## src/rtl/hazard_forward_unit.sv

```systemverilog
// ---------------------------------------------------------------------------
// hazard_forward_unit
//
// Forwarding and load-use hazard unit for the 5-stage RISC-V pipeline.
//
// - ALU operand forwarding is purely combinational. Each operand is decided
//   on its own: MEM has priority over WB, and x0 is never forwarded.
// - A load in EX whose destination feeds the instruction in ID raises a
//   load-use hazard. The unit then holds stall/flush_ex high for LOAD_LAT
//   cycles. A two-state FSM (IDLE/HOLD) sequences the stall.
// - When HFU_STALL_CNT_EN is defined, a saturating counter records the
//   number of cycles with stall=1. When it is undefined, stall_count is
//   tied to zero and no counter flops are built.
//
// Parameters:
//   ADDR_W   register address width
//   LOAD_LAT bubble cycles per load-use hazard (1..15)
//   CNT_W    width of the stall performance counter
//
// Ports:
//   clk, arst_n                  clock, asynchronous active-low reset
//   rs1_id, rs2_id               sources of the instruction in ID
//   rs1_ex, rs2_ex, rd_ex        sources/destination of the instruction in EX
//   mem_read_ex, reg_write_ex    EX instruction is a load / writes rd
//   rd_mem, reg_write_mem        MEM destination and write enable
//   rd_wb, reg_write_wb          WB destination and write enable
//   flush_id                     instruction in ID is being squashed
//   mux_alu_1, mux_alu_2         operand source: 00 regfile, 01 WB, 10 MEM
//   stall                        freeze PC and IF/ID
//   flush_ex                     insert a bubble into ID/EX
//   stall_count                  saturating count of stall cycles
// ---------------------------------------------------------------------------
module hazard_forward_unit #(
    parameter int ADDR_W   = 5,
    parameter int LOAD_LAT = 1,
    parameter int CNT_W    = 16
) (
    input  logic              clk,
    input  logic              arst_n,
    input  logic [ADDR_W-1:0] rs1_id,
    input  logic [ADDR_W-1:0] rs2_id,
    input  logic [ADDR_W-1:0] rs1_ex,
    input  logic [ADDR_W-1:0] rs2_ex,
    input  logic [ADDR_W-1:0] rd_ex,
    input  logic              mem_read_ex,
    input  logic              reg_write_ex,
    input  logic [ADDR_W-1:0] rd_mem,
    input  logic              reg_write_mem,
    input  logic [ADDR_W-1:0] rd_wb,
    input  logic              reg_write_wb,
    input  logic              flush_id,
    output logic [1:0]        mux_alu_1,
    output logic [1:0]        mux_alu_2,
    output logic              stall,
    output logic              flush_ex,
    output logic [CNT_W-1:0]  stall_count
);

    typedef enum logic {
        IDLE = 1'b0,
        HOLD = 1'b1
    } state_t;

    // Number of stall cycles that remain after the hazard cycle itself.
    localparam logic [3:0] HOLD_LEN = 4'(LOAD_LAT - 1);

    state_t      state_q, state_d;
    logic [3:0]  remain_q, remain_d;
    logic        hazard;
    logic        stall_o;
    logic        mem_fwd_1, mem_fwd_2, wb_fwd_1, wb_fwd_2;

    // Forwarding match terms. A write to x0 never forwards.
    always_comb begin
        mem_fwd_1 = reg_write_mem && (rd_mem != '0) && (rd_mem == rs1_ex);
        mem_fwd_2 = reg_write_mem && (rd_mem != '0) && (rd_mem == rs2_ex);
        wb_fwd_1  = reg_write_wb  && (rd_wb  != '0) && (rd_wb  == rs1_ex);
        wb_fwd_2  = reg_write_wb  && (rd_wb  != '0) && (rd_wb  == rs2_ex);
    end

    // Operand source select. MEM holds the younger result, so it wins over WB.
    always_comb begin
        mux_alu_1 = 2'b00;
        mux_alu_2 = 2'b00;
        if (mem_fwd_1) begin
            mux_alu_1 = 2'b10;
        end else if (wb_fwd_1) begin
            mux_alu_1 = 2'b01;
        end
        if (mem_fwd_2) begin
            mux_alu_2 = 2'b10;
        end else if (wb_fwd_2) begin
            mux_alu_2 = 2'b01;
        end
    end

    // A squashed ID instruction can never cause a load-use hazard.
    always_comb begin
        hazard = mem_read_ex && reg_write_ex && (rd_ex != '0) &&
                 ((rd_ex == rs1_id) || (rd_ex == rs2_id)) && !flush_id;
    end

    // State register.
    always_ff @(posedge clk or negedge arst_n) begin
        if (!arst_n) begin
            state_q  <= IDLE;
            remain_q <= '0;
        end else begin
            state_q  <= state_d;
            remain_q <= remain_d;
        end
    end

    // Next-state logic. New hazards are evaluated only in IDLE. A flush in
    // HOLD abandons the remaining stall cycles.
    always_comb begin
        state_d  = state_q;
        remain_d = remain_q;
        unique case (state_q)
            IDLE: begin
                if (hazard && (LOAD_LAT > 1)) begin
                    state_d  = HOLD;
                    remain_d = HOLD_LEN;
                end
            end
            HOLD: begin
                if (flush_id || (remain_q <= 4'd1)) begin
                    state_d  = IDLE;
                    remain_d = '0;
                end else begin
                    remain_d = remain_q - 4'd1;
                end
            end
            default: begin
                state_d  = IDLE;
                remain_d = '0;
            end
        endcase
    end

    // Output logic. Reset gates the outputs combinationally, so a stall
    // stops the moment reset asserts. This holds even when a hazard is
    // present on the inputs.
    always_comb begin
        stall_o = 1'b0;
        unique case (state_q)
            IDLE:    stall_o = hazard;
            HOLD:    stall_o = !flush_id;
            default: stall_o = 1'b0;
        endcase
        if (!arst_n) begin
            stall_o = 1'b0;
        end
    end

    assign stall    = stall_o;
    assign flush_ex = stall_o;

`ifdef HFU_STALL_CNT_EN
    logic [CNT_W-1:0] stall_count_q, stall_count_d;

    // Saturating stall-cycle counter.
    always_comb begin
        stall_count_d = stall_count_q;
        if (stall_o && (stall_count_q != {CNT_W{1'b1}})) begin
            stall_count_d = stall_count_q + 1'b1;
        end
    end

    always_ff @(posedge clk or negedge arst_n) begin
        if (!arst_n) begin
            stall_count_q <= '0;
        end else begin
            stall_count_q <= stall_count_d;
        end
    end

    assign stall_count = stall_count_q;
`else
    assign stall_count = '0;
`endif

endmodule

```

## config.mk

```make
export PLATFORM = sky130hd
export DESIGN_NAME = hazard_forward_unit
export DESIGN_NICKNAME = d
export VERILOG_FILES = /design/src/rtl/hazard_forward_unit.sv
export SDC_FILE = /design/constraint.sdc
export NUM_CORES = 1
export LEC_CHECK = 0
export ABC_AREA = 0
export BUFFER_PORTS_ARGS = -buffer_cell sky130_fd_sc_hd__buf_2
export CORE_ASPECT_RATIO = 1.4
export CORE_UTILIZATION = 29
export CTS_CLUSTER_DIAMETER = 150
export DETAILED_ROUTE_END_ITERATION = 10
export GPL_TIMING_DRIVEN = 0
export PLACE_DENSITY_LB_ADDON = 0.2
export SYNTH_ARGS = -nofsm -noshare
export SYNTH_HDL_FRONTEND = slang
export SYNTH_SLANG_ARGS = --single-unit
```

## constraint.sdc

```tcl
create_clock -name clk -period 3.5 [get_ports clk]
set_clock_uncertainty 0.15 [all_clocks]
set_input_delay 0.175 -clock clk [delete_from_list [all_inputs] [get_ports clk]]
set_output_delay 0.175 -clock clk [all_outputs]
set_load 0.05 [all_outputs]
```

; Word-level counts from Yosys, hierarchy flattened
; Cells that the tools add are included.
[classes]
n_addsub = 1
magnitude_cmp = 1
eq_ne = 6
mux = 9
bitwise = 1
reduce_logical = 16
[op_table]
columns = operator, n
row1 = 5-bit equality test, 6
row2 = 5-bit nonzero test, 3
row3 = 1-bit logical AND, 10
row4 = 1-bit two-way mux, 5
row5 = 4-bit by 1-bit less-or-equal comparator with 1-bit output (second input constant), 1
row6 = 2-bit two-way mux, 2
row7 = 4-bit two-way mux, 1
row8 = 4-bit by 1-bit subtractor with 4-bit output (second input constant), 1
row9 = 1-bit logical OR, 2
row10 = 1-bit case mux with 2 select lines, 1
row11 = 1-bit zero test, 1
row12 = 1-bit inverter, 1
[word_totals]
reg_bits = 5
elab_cells = 36

; Depth between registers and ports, before layout
[logic_depth]
ltp_word = 6
depth_mapped = 6
mapped_depth_nobuf = 6

; Worst setup path before layout
; Ideal clock, no wire load.
[synth_timing]
path_type = input to output
from = in rd_ex[2]
to = out stall
arrival_ps = 2123
required_ps = 3175
setup_slack_ps = 1052
path_stages = 5
path_buffers = 1
path_cell_list = xor2_1 nor3_1 a22oi_1 o21ai_0 buf_4
[synth_via]
elab_chain_len = 6
elab_cells_between_ends = 9
cone_classes = eq/ne (2) / mux (2) / reduce/logical (5)
[synth_rtl]
columns = item, line_no
row1 = from (decl), 44  ; input logic [ADDR_W-1:0] rd_ex,
row2 = 5-bit equality test / 5-bit nonzero test (equally long branches), "100, 99"
row3 = 1-bit logical OR / 1-bit logical AND (equally long branches), "100, 99"
row4 = 1-bit logical AND (*), 99  ; hazard = mem_read_ex && reg_write_ex && (rd_ex != '0) &&
row5 = 1-bit logical AND (*), 100  ; ((rd_ex == rs1_id) || (rd_ex == rs2_id)) && !flush_id;
row6 = 1-bit case mux with 2 select lines (*), 146  ; unique case (state_q)
row7 = 1-bit two-way mux (*), 151  ; if (!arst_n) begin
row8 = to (decl), 54  ; output logic stall,
; Mark *: on every way between the ends. The rest lies on a longest branch, timed or not.

; Final worst setup path
[layout_timing]
from = in arst_n
to = out stall
[layout_via]
elab_chain_len = 1
[layout_rtl]
columns = item, line_no
row1 = from (decl), 39  ; input logic arst_n,
row2 = 1-bit two-way mux, 151
; No other way between the ends.

==> flow_summary.ini <==
[clock_network]
cts_max_path_buffers = 2
root_buffer = clkbuf_4
cts.sinks = 5
cts-resized-gates = 0
h-tree-depth = 1
cts_tree = built
clk_latency_ps = 240
cts_inserted_buffers = 3
path_clk_slew_ps = 40

[critical_path]
regToRegSetupSlack_ps = 1480
cp-end-kind = primary output
path_max_fanout = 6
endpoint = stall
crit_chain = dlygate4sd3_1, buf_2, nor2b_1, o2111ai_1, o21ai_0, buf_4, buf_2
r2r-start = remain_q[0]$_DFFE_PN0P_
critPathSlowestCell = dlygate4sd3_1
crit_top_cell = buf_2
path_class = input port to primary output
worst_r2r_path_depth = 6
rr_endpoint = remain_q[3]$_DFFE_PN0P_
setup.worst_path.start = arst_n
crit_arrival_ps = 1790
worstSetupStartpointType = input port
crit_path_max_incr_delay_ps = 520
critPathRequiredTime_ps = 3170

[final_layout]
syn_to_final_growth_pct = 46.9
final_net_count = 206
antenna_cells = 0
drive_gt1_share_pct = 44.7

[place]
port_buffers = 47
dpl.hpwl_um = 1620
pre_cts_ws_ps = 1500
place_congestion = 0.802

[timing]
period_needed_ps = 2120
setup-violations-final = 0
layout_worst_path_cycle_share_pct = 60.5
rsz0062_at_grt = false
relSlewSlack_pct = 55.3
hold_viol = 0
tightest_slew_ps = 660
slew_violations = 0
setup_slack_ps = 1380
fmax_ghz = 0.472
setup_tns_ps = 0

[global_route]
overflow = 0
grtUsageMet2_pct = 22.9
grtUsageMet3_pct = 3.11
grt_max_degree = 7
top_usage_layer = met2
grt_antenna_before_repair = 0
grt_pass1_vias = 713
grt_pass1_wl_um = 2690
grt_usage_pct = 12.5
use_met1_pct = 11.4

[die]
start_util_pct = 30.4
die_w_um = 46.3
rows = 22
die_y_um = 64.0
dieArea_mm2 = 0.00296
io_pins = 64
core_area_mm2 = 0.00262

[synth]
syn_area_per_cell_um2 = 8.47
syn_inst = 94
yosysSeqAreaShare_pct = 15.7
synth_cell_type_count = 26
synth_seq_cells = 5
syn_area_um2 = 796
yosysWarnings = 0

[power_and_ir_drop]
p_comb_share_pct = 50.9
ir_drop_v = 0.000146
switchingPower_uw = 98.7
power_frac_clock_pct = 25.9
intPower_uw = 152
sw_frac_of_total_pct = 39.4
seqPwrFrac_pct = 23.2
power_density_mw_per_mm2 = 214
p_leak_nw = 0.640

[route]
wirelength_um = 1740
drc_errors = 0
vias = 808
ant_nets = 0
wl_per_cell_um = 8.82
drt-pass1-iter-count = 4
drt_iter0_drc = 6
vias_per_cell = 4.10

[worst_hold_path]
hold_class = input port to async pin

[status]
status = complete, no violations

[flow_run]
drv_cap = 0
## synth_stat cells (all sizes together)
cell / n / area [µm²]
inv: 4 / 15.0
a22oi: 1 / 7.51
xnor2: 6 / 52.6
nand2: 1 / 3.75
o2111ai: 1 / 8.76
nor3b: 1 / 7.51
a22o: 1 / 8.76
o22ai: 1 / 6.26
nor4: 5 / 43.8
o21ai: 5 / 28.8
dfrtp: 5 / 125
o311ai: 1 / 8.76
conb: 1 / 3.75
nor3: 3 / 15.0
nor2: 3 / 11.3
mux2i: 1 / 10.0
a21o: 1 / 7.51
xor2: 24 / 210
nor2b: 1 / 6.26
or4: 5 / 37.5
nand3: 2 / 10.0
buf: 19 / 143
ha: 2 / 25.0
## state kept, by name, summed over array words and instances (netlist names)
signal,flops
state_q,1
remain_q,4
## per-layer routing
metal	vias to the layer above	wire, µm	part of all wire, %
li1	424	-	-
met4	0	8	0.46
met5	-	0	0
met2	30	971	56
met3	2	100	5.8
met1	352	658	38
## how the worst min path moves through the flow
stage | endpoint | slack, ps | depth (start not counted)
after floorplan | remain_q[0]$_DFFE_PN0P_ | -270 | 0
after global routing | state_q$_DFF_PN0_ | 130 | 2
final | remain_q[1]$_DFFE_PN0P_ | 140 | 2
after CTS | remain_q[1]$_DFFE_PN0P_ | 120 | 2
after global placement | state_q$_DFF_PN0_ | -150 | 1
after detailed placement | state_q$_DFF_PN0_ | -150 | 1
## cell type report
cell class	count	area (µm²)
inverter	4	15.0
fill	264	1450
timing repair buffer	48	245
multi-input combinational	81	569
buffer	19	143
tap	36	45.0
sequential	5	125
clock buffer	4	26.3
## power groups by stage
stage	registers [mW]	logic [mW]	clock network, mW
floorplan	0.0589	0.0865	0
global placement	0.0589	0.125	0
detailed placement	0.0589	0.127	0
CTS	0.0580	0.128	0.0690
global route	0.0580	0.137	0.0759
finish	0.0581	0.128	0.0647
## worst max-delay path: cells and delay by family
kind / cells / cell delay (ps)
compound gates: 2 / 350
buf+inv: 4 / 1080
simple gates: 1 / 190
## cell usage in the layout, fill, tap and decap left out
cell type       n
buf_2          47
xor2_1         24
buf_4          19
conb_1         16
xnor2_1         6
or4_1           5
dfrtp_1         5
inv_1           4
nor4_1          3
nor2_1          3
nor3_1          3
o21ai_0         3
clkbuf_4        3
nand3_1         2
nor4_2          2
ha_1            2
o21ai_2         1
o21ai_1         1
o311ai_1        1
a22oi_1         1
nor2b_1         1
o2111ai_1       1
nand2_1         1
o22ai_1         1
mux2i_1         1
nor3b_1         1
a21o_1          1
a22o_1          1
clkbuf_1        1
dlygate4sd3_1   1
## metrics by stage
stage | std cells | instance area [µm²] | hold WS [ps] | utilization [%] | total power, mW
after floorplan | 109 | 852 | -271 | - | 0.145
after global placement | 192 | 1130 | -154 | 43.3 | 0.184
after detailed placement | 192 | 1130 | -150 | 43.3 | 0.186
after CTS | 197 | 1170 | 119 | 44.7 | 0.255
after global routing | 197 | 1170 | 133 | 44.7 | 0.271
final | 197 | 1170 | 135 | 44.7 | 0.250
## cells by family (layout without fill, tap and decap cells)
group / Yosys count / count (layout) / share of synthesized area [%]
compound gates: 11 / 11 / 9.59
buf+inv: 23 / 75 / 19.8
mux: 1 / 1 / 1.26
xor+xnor: 30 / 30 / 33.0
flops: 5 / 5 / 15.7
fa+ha+maj: 2 / 2 / 3.14
simple gates: 21 / 21 / 17.0
other cells: 1 / 16 / 0.471
## what timing repair did
item                                   CTS  global route
hold buffers                             1             0
setup endpoints to repair                0             0
buffers inserted                         0             0
endpoints found under the hold margin    5             0
Note: power is estimated with default switching activity, not from simulation.
